**src/rtl/sng_pkg.sv**
```systemverilog
// Shared types and constants for the stochastic number generator.
package sng_pkg;

    // Stream controller states.
    typedef enum logic [1:0] {
        IDLE   = 2'd0,
        STREAM = 2'd1,
        DONE   = 2'd2
    } state_t;

    // Maximal-length feedback masks for a shift-left Fibonacci LFSR,
    // next = {r[N-2:0], ^(r & mask)}.
    localparam logic [7:0] TAPS_4 = 8'b0000_1100; // x^4+x^3+1
    localparam logic [7:0] TAPS_5 = 8'b0001_0100; // x^5+x^3+1
    localparam logic [7:0] TAPS_6 = 8'b0011_0000; // x^6+x^5+1
    localparam logic [7:0] TAPS_7 = 8'b0110_0000; // x^7+x^6+1
    localparam logic [7:0] TAPS_8 = 8'b1011_1000; // x^8+x^6+x^5+x^4+1

    // Feedback mask for a given LFSR width.
    function automatic logic [7:0] tap_mask(input int unsigned nb);
        logic [7:0] m;
        case (nb)
            5:       m = TAPS_5;
            6:       m = TAPS_6;
            7:       m = TAPS_7;
            8:       m = TAPS_8;
            default: m = TAPS_4;
        endcase
        return m;
    endfunction

    // Per-lane seed; distinct and never zero.
    function automatic int unsigned seed(input int unsigned i);
        return i + 1;
    endfunction

endpackage

```
**src/rtl/sng_lfsr.sv**
```systemverilog
// One lane's maximal-length Fibonacci LFSR with synchronous reload.
module sng_lfsr
    import sng_pkg::*;
#(
    parameter int unsigned NUM_BIT = 4,
    parameter int unsigned SEED    = 1
) (
    input  logic               clk,
    input  logic               rst,
    input  logic               load,
    input  logic               step,
    output logic [NUM_BIT-1:0] q
);

    localparam logic [7:0]         TAPS_FULL = tap_mask(NUM_BIT);
    localparam logic [NUM_BIT-1:0] TAPS      = TAPS_FULL[NUM_BIT-1:0];
    localparam logic [NUM_BIT-1:0] SEED_V    = SEED[NUM_BIT-1:0];

    logic feedback;

    // XOR of the tapped bits feeds the vacated LSB.
    always_comb begin
        feedback = ^(q & TAPS);
    end

    // Reload to the seed on request, otherwise shift when stepped.
    always_ff @(posedge clk or posedge rst) begin
        if (rst) begin
            q <= SEED_V;
        end else if (load) begin
            q <= SEED_V;
        end else if (step) begin
            q <= {q[NUM_BIT-2:0], feedback};
        end
    end

endmodule

```
**src/rtl/sng_stream.sv**
```systemverilog
// Binary-to-stochastic encoder: DIM lanes of LFSR + comparator under a
// start/stall/done stream controller.
module sng_stream
    import sng_pkg::*;
#(
    parameter int unsigned NUM_BIT = 4,
    parameter int unsigned DIM     = 4
) (
    input  logic                   i_clk_sng,
    input  logic                   i_rst_sng,
    input  logic                   i_start_sng,
    input  logic                   i_stall_sng,
    input  logic [NUM_BIT-1:0]     i_len_sng,
    input  logic [NUM_BIT*DIM-1:0] i_x_sng,
    output logic                   o_busy_sng,
    output logic                   o_valid_sng,
    output logic [DIM-1:0]         o_sn_bit_sng,
    output logic                   o_done_sng
);

    localparam logic [NUM_BIT-1:0] FULL_LEN = '1;

    state_t                 state_r;
    state_t                 state_nxt;
    logic [NUM_BIT*DIM-1:0] x_r;
    logic [NUM_BIT-1:0]     len_r;
    logic [NUM_BIT-1:0]     cnt_r;
    logic [NUM_BIT*DIM-1:0] lfsr_q;
    logic                   lfsr_load;
    logic                   lfsr_step;
    logic                   last_beat;

    // Final beat of the stream: the counter has reached L-1.
    always_comb begin
        last_beat = (cnt_r == (len_r - NUM_BIT'(1)));
    end

    // State register.
    always_ff @(posedge i_clk_sng or posedge i_rst_sng) begin
        if (i_rst_sng) begin
            state_r <= IDLE;
        end else begin
            state_r <= state_nxt;
        end
    end

    // Next-state and handshake outputs; stall only matters in STREAM.
    always_comb begin
        state_nxt   = state_r;
        o_busy_sng  = 1'b0;
        o_valid_sng = 1'b0;
        o_done_sng  = 1'b0;
        lfsr_load   = 1'b0;
        lfsr_step   = 1'b0;
        case (state_r)
            IDLE: begin
                if (i_start_sng) begin
                    lfsr_load = 1'b1;
                    state_nxt = STREAM;
                end
            end
            STREAM: begin
                o_busy_sng = 1'b1;
                if (!i_stall_sng) begin
                    o_valid_sng = 1'b1;
                    lfsr_step   = 1'b1;
                    if (last_beat) begin
                        state_nxt = DONE;
                    end
                end
            end
            DONE: begin
                o_busy_sng = 1'b1;
                o_done_sng = 1'b1;
                state_nxt  = IDLE;
            end
            default: begin
                state_nxt = IDLE;
            end
        endcase
    end

    // Operand/length capture at start and the beat counter.
    always_ff @(posedge i_clk_sng or posedge i_rst_sng) begin
        if (i_rst_sng) begin
            x_r   <= '0;
            len_r <= '0;
            cnt_r <= '0;
        end else if (lfsr_load) begin
            x_r   <= i_x_sng;
            len_r <= (i_len_sng == '0) ? FULL_LEN : i_len_sng;
            cnt_r <= '0;
        end else if (lfsr_step) begin
            cnt_r <= cnt_r + NUM_BIT'(1);
        end
    end

    // One LFSR per lane, each with its own seed.
    for (genvar g = 0; g < DIM; g++) begin : g_lane
        sng_lfsr #(
            .NUM_BIT (NUM_BIT),
            .SEED    (seed(g))
        ) u_lfsr (
            .clk  (i_clk_sng),
            .rst  (i_rst_sng),
            .load (lfsr_load),
            .step (lfsr_step),
            .q    (lfsr_q[g*NUM_BIT +: NUM_BIT])
        );
    end

    // Comparator: a lane emits 1 when its operand is at least its LFSR value.
    always_comb begin
        o_sn_bit_sng = '0;
        for (int unsigned i = 0; i < DIM; i++) begin
            o_sn_bit_sng[i] = o_valid_sng &&
                (x_r[i*NUM_BIT +: NUM_BIT] >= lfsr_q[i*NUM_BIT +: NUM_BIT]);
        end
    end

endmodule
```
**config.mk**
```make
export PLATFORM = sky130hd
export DESIGN_NAME = sng_stream
export DESIGN_NICKNAME = d
export VERILOG_FILES = /design/src/rtl/sng_pkg.sv /design/src/rtl/sng_lfsr.sv /design/src/rtl/sng_stream.sv
export SDC_FILE = /design/constraint.sdc
export NUM_CORES = 1
export LEC_CHECK = 0
export ABC_AREA = 1
export CAP_MARGIN = 20
export CORE_UTILIZATION = 45
export DETAILED_ROUTE_END_ITERATION = 10
export GPL_ROUTABILITY_DRIVEN = 0
export PLACE_DENSITY = 0.77
export SYNTH_ARGS = -nofsm -noshare
export SYNTH_HDL_FRONTEND = slang
export SYNTH_HIERARCHICAL = 1
export SYNTH_SLANG_ARGS = --single-unit
```
**constraint.sdc**
```tcl
create_clock -name i_clk_sng -period 1.9 [get_ports i_clk_sng]
set_input_delay 0.38 -clock i_clk_sng [delete_from_list [all_inputs] [get_ports i_clk_sng]]
set_output_delay 0.38 -clock i_clk_sng [all_outputs]
set_load 0.05 [all_outputs]
```
Yosys cells after proc, flatten, opt, wreduce, memory -nomap -nowiden
Index checks and enable logic that the tools add are counted.

Add/sub/neg operators: 2. Magnitude comparators: 4. Equality and inequality tests: 6. Mux-type cells: 21. Reduce and logical (&&, ||, !) cells: 13.

Operators with widths (count): 4-bit two-way mux (11); 4-bit greater-or-equal comparator (4); 4-bit parity (4); 1-bit two-way mux (6); 2-bit two-way mux (3); 2-bit != test (second input constant) (3); 4-bit by 1-bit adder with 4-bit output (second input constant) (1); 4-bit equality test (1); 1-bit logical AND (4); 4-bit logical NOT (1); 2-bit case mux with 2 select lines (1); 4-bit by 1-bit subtractor with 4-bit output (second input constant) (1); 3-bit AND reduction (1); 2-bit by 1-bit equality test with 1-bit output (second input constant) (1); 2-bit equality test (second input constant) (1); 2-bit logical NOT (1); 2-bit nonzero test (1); 2-bit OR reduction (1).

Flip-flop bits (word level): 42. Input bits: 24. Output and inout port bits: 7. Logic and storage cells: 54.

Depth between registers and ports, before layout
Depth after elaboration: 5. Gate-level depth with buffers: 12. Depth with buffers taken out: 12.

Hierarchy
Netlist, hierarchy kept.

Modules (own cells, without submodules): sng_stream (instances 1, cells each 228, area each 1687.9 um2, seq. area each 650.6 um2); sng_lfsr at g_lane[1].u_lfsr (instances 1, cells each 24, area each 183.9 um2, seq. area each 101.3 um2); sng_lfsr at g_lane[2].u_lfsr (instances 1, cells each 22, area each 182.7 um2, seq. area each 102.6 um2); sng_lfsr at g_lane[0].u_lfsr (instances 1, cells each 22, area each 181.4 um2, seq. area each 101.3 um2); sng_lfsr at g_lane[3].u_lfsr (instances 1, cells each 24, area each 181.4 um2, seq. area each 101.3 um2).

Least setup slack after synthesis
No wires, ideal clock.

Kind: register to output. Start: register state_r[1]. End: output o_sn_bit_sng[0]. Data arrival time: 1754 ps. Data required time: 1520 ps. Path slack: -234 ps. Stages on the path, launching flop included: 7. Buffers on the path: 0. Cell sequence: dfrtp_1 > inv_1 > ha_1 > inv_1 > nor2_4 > o21ai_0 > inv_1.

Word-level cells in the longest chain between the ends: 3.

RTL lines: from (decl) (RTL line sng_stream.sv:23) `state_t state_r;`; from (signal assigned) (RTL line sng_stream.sv:43) `state_r <= state_nxt;`; 2-bit by 1-bit equality test with 1-bit output (RTL line sng_stream.sv:55) `case (state_r)`; 1-bit two-way mux (RTL line sng_stream.sv:55); named net o_valid_sng (RTL line sng_stream.sv:16) `output logic o_valid_sng,`; 1-bit logical AND (RTL line sng_stream.sv:116) `o_sn_bit_sng[i] = o_valid_sng &&`; to (decl) (RTL line sng_stream.sv:17) `output logic [DIM-1:0] o_sn_bit_sng,`.

The timed path passes the listed nets, and every way through them passes these cells.

Final worst setup path
Start: register g_lane[1].u_lfsr.q[1]. End: output o_sn_bit_sng[1].

Word-level cells in the longest chain between the ends: 2.

RTL lines: from (decl) (RTL line sng_lfsr.sv:12) `output logic [NUM_BIT-1:0] q`; from (signal assigned) (RTL line sng_lfsr.sv:33) `q <= {q[NUM_BIT-2:0], feedback};`; 4-bit greater-or-equal comparator (RTL line sng_stream.sv:117) `(x_r[i*NUM_BIT +: NUM_BIT] >= lfsr_q[i*NUM_BIT +: NUM_BIT]);`; 1-bit logical AND (RTL line sng_stream.sv:116).

No other way between the ends.

==> results.cfg <==
[power_and_ir_drop]
swShare_pct = 42.2
p_comb_share_pct = 56.4
leakage_nw = 1.67
p_clk_share_pct = 13.1
p_sw_mw = 2.23
p_int_mw = 3.06
seqPwrFrac_pct = 30.5
power-per-cell-area_mw_per_mm2 = 1600
vdd.ir_drop.worst_uv = 827

[timing]
period_needed_ps = 2000
fin_skew_ps = 2.19
worstMarginPinSlew_ps = 341
hold_viol = 0
report.final.slew_viol_count = 0
rsz0062_at_grt = true
fin_ws_ps = -95.5
fin_crit_sh_pct = 105
max_freq_mhz = 501
slew_headroom_pct = 77.2
tns_ps = -295
setup_violations = 4

[logic_synthesis]
synth_area_sq_mm = 0.00242
netlist.area_leader.share_pct = 38.3
netlist_top_cells_area = dfrtp_1 38%, nand2_1 17%, ha_1 12%, inv_1 9.3%, dfstp_2 5.4%
synth-async-reset-ratio_pct = 100
synth_top_cell_by_area = dfrtp_1
avgSynthCellArea_sq_um = 7.55
ys.flop_type = dfrtp_1
synth_edf_count = 0
yosysMostFrequentCell = nand2_1
seq_area_frac_synth_pct = 43.7
yosys-top-cells-count = 109 x nand2_1, 60 x inv_1, 37 x dfrtp_1
syn_inst = 320
ys_ff_latch = 42
syn-num-nets = 367
yosysWarnings = 6
synthDistinctLibCells = 21

[routing]
drt_iter0_drc = 103
dr.pass1.iters = 4
drt_wl_total_microns = 5080
routedWlPerCell_microns = 11.5
remaining_drc_errors = 0
vias = 2112
routed_via_density = 4.76
ant_nets = 0

[floorplanning]
die_w_microns = 75.3
num_rows = 26
io_pins = 31
die_y_microns = 75.3
coreArea_sq_mm = 0.00514
start_util_pct = 47.0
die_area_sq_mm = 0.00567

[setup_path]
rrSetupSlack_ps = 180
path_max_fanout = 2
cp_data_arrival_time_ps = 1620
r2r_end = cnt_r[3]$_DFFE_PP0P_
critical_path_class = reg -> out
end_kind = output port
r2r_cells = 10
critical_path_required_ps = 1520
r2r-start = state_r[1]$_DFFE_PP0P_
cp-start-kind = flop

[global_routing]
antenna_found_initial = 0
grt_pass1_wl_microns = 8540
globalRouteOverflowTotal = 0
grt_max_degree = 29
grt_pass1_vias = 2082
grt_usage_pct = 19.9

[placed_design]
io_buffers = 30
post-place-ws_ps = 71.7
dpl.hpwl_microns = 3630

[outcome]
violations = negative setup slack
outcome = finished with violations

[worst_hold_path]
hold_path.class = in -> async

[clock_tree]
ctsHoldBuffers = 0
root_buffer = clkbuf_8
worst_skew_pair.late_latency_ps = 290
cts_buffers = 5
path_clk_slew_ps = 80
cts_buffer_depth = 2
cts_tree = built
cts-htree-levels = 2
cts.sinks = 42

[layout]
area_delta_synth_final_pct = 36.5
drive_gt1_share_pct = 22.2
regArea_sq_mm = 0.00106
nFillCells = 440
num-nets-final = 420
antenna_cells = 0
multi_input_area_sq_mm = 0.00125

[flow_run]
drv_cap = 0
==> worst max-delay path by stage <==
stage                                 end  slack [ps]                         startpoint  cells past startpoint
after floorplan           o_sn_bit_sng[0]         -70             state_r[1]$_DFFE_PP0P_                      6
after global placement        o_valid_sng          80                        i_stall_sng                      4
after detailed placement  o_sn_bit_sng[1]          70  g_lane[1].u_lfsr/q[1]$_DFFE_PP1P_                      7
after CTS                 o_sn_bit_sng[1]        -120  g_lane[1].u_lfsr/q[1]$_DFFE_PP1P_                      7
after global routing      o_sn_bit_sng[1]        -160  g_lane[1].u_lfsr/q[1]$_DFFE_PP1P_                      7
final                     o_sn_bit_sng[1]        -100  g_lane[1].u_lfsr/q[1]$_DFFE_PP1P_                      7
==> routing by layer <==
metal / wire, microns / global-route usage [%] / up-vias
li1: - / - / 1089
met1: 2210 / 23.2 / 976
met2: 2630 / 37.5 / 39
met3: 177 / 3.97 / 8
met4: 64 / 4.32 / 0
met5: 0 / 0 / -
==> per-stage QoR <==
stage / cells / util (%) / instance area [sq um] / power [mW] / hold WS [ps]
2_1_floorplan: 320 / - / 2430 / 3.21 / 145
3_3_place_gp: 423 / 57.3 / 2950 / 3.90 / 475
3_5_place_dp: 423 / 57.3 / 2950 / 4.03 / 482
4_1_cts: 440 / 63.1 / 3240 / 5.16 / 418
5_1_grt: 444 / 64.2 / 3300 / 5.74 / 440
6_report: 444 / 64.2 / 3300 / 5.29 / 417
==> kinds of logic after synthesis <==
group,Yosys count,synth area share (%)
AND/OR/NAND/NOR,145,24.4
AO/OA/AOI/OAI,41,9.11
buffers and inverters,69,10.9
flip-flops,42,43.7
adder cells (fa/ha/maj),23,11.9
==> final cells by class <==
type / count / area share (%)
inverter: 65 / 7.39
clock inverter: 3 / 1.21
clock buffer: 5 / 2.08
timing repair buffer: 50 / 16.6
multi-input combinational: 209 / 38.0
sequential: 42 / 32.0
tap: 70 / 2.65
==> cell usage in the layout, fill, tap and decap left out, drive strengths merged <==
cell type / Yosys / layout
nand2: 111 / 111
inv: 65 / 65
dfrtp: 37 / 37
buf: 3 / 27
clkdlybuf4s50: 0 / 23
ha: 23 / 23
o21ai: 22 / 22
nor2: 17 / 17
nand3: 15 / 15
a21oi: 14 / 14
clkbuf: 1 / 5
dfstp: 5 / 5
a31oi: 4 / 4
clkinv: 0 / 2
nor3: 1 / 1
nand4: 1 / 1
a211oi: 1 / 1
bufinv: 0 / 1
==> what timing repair did <==
action / 4_1_cts / 5_1_grt
endpoints found under the setup margin: 5 / 5
pin swaps: 11 / 5
gates resized for setup: 25 / 5
buffers inserted: 9 / 4
==> worst max-delay path, stage by stage, from the launching register on <==
cell and delay, ps:
dfstp_2 540, inv_2 50, ha_4 210, a21oi_2 110, o21ai_1 70, o21ai_1 150, inv_2 60, buf_12 140
==> state kept, by name (all words and copies together) (netlist names) <==
register,cells
cnt_r,4
g_lane.u_lfsr/q,16
len_r,4
state_r,2
x_r,16
==> power by group through the flow <==
stage / registers (mW) / clock network [mW] / logic (mW)
2_1_floorplan: 1.52 / 0 / 1.69
3_3_place_gp: 1.59 / 0 / 2.31
3_5_place_dp: 1.60 / 0 / 2.42
4_1_cts: 1.60 / 0.707 / 2.85
5_1_grt: 1.65 / 0.753 / 3.33
6_report: 1.61 / 0.694 / 2.98
No activity file was read; power rests on OpenSTA's default activity.
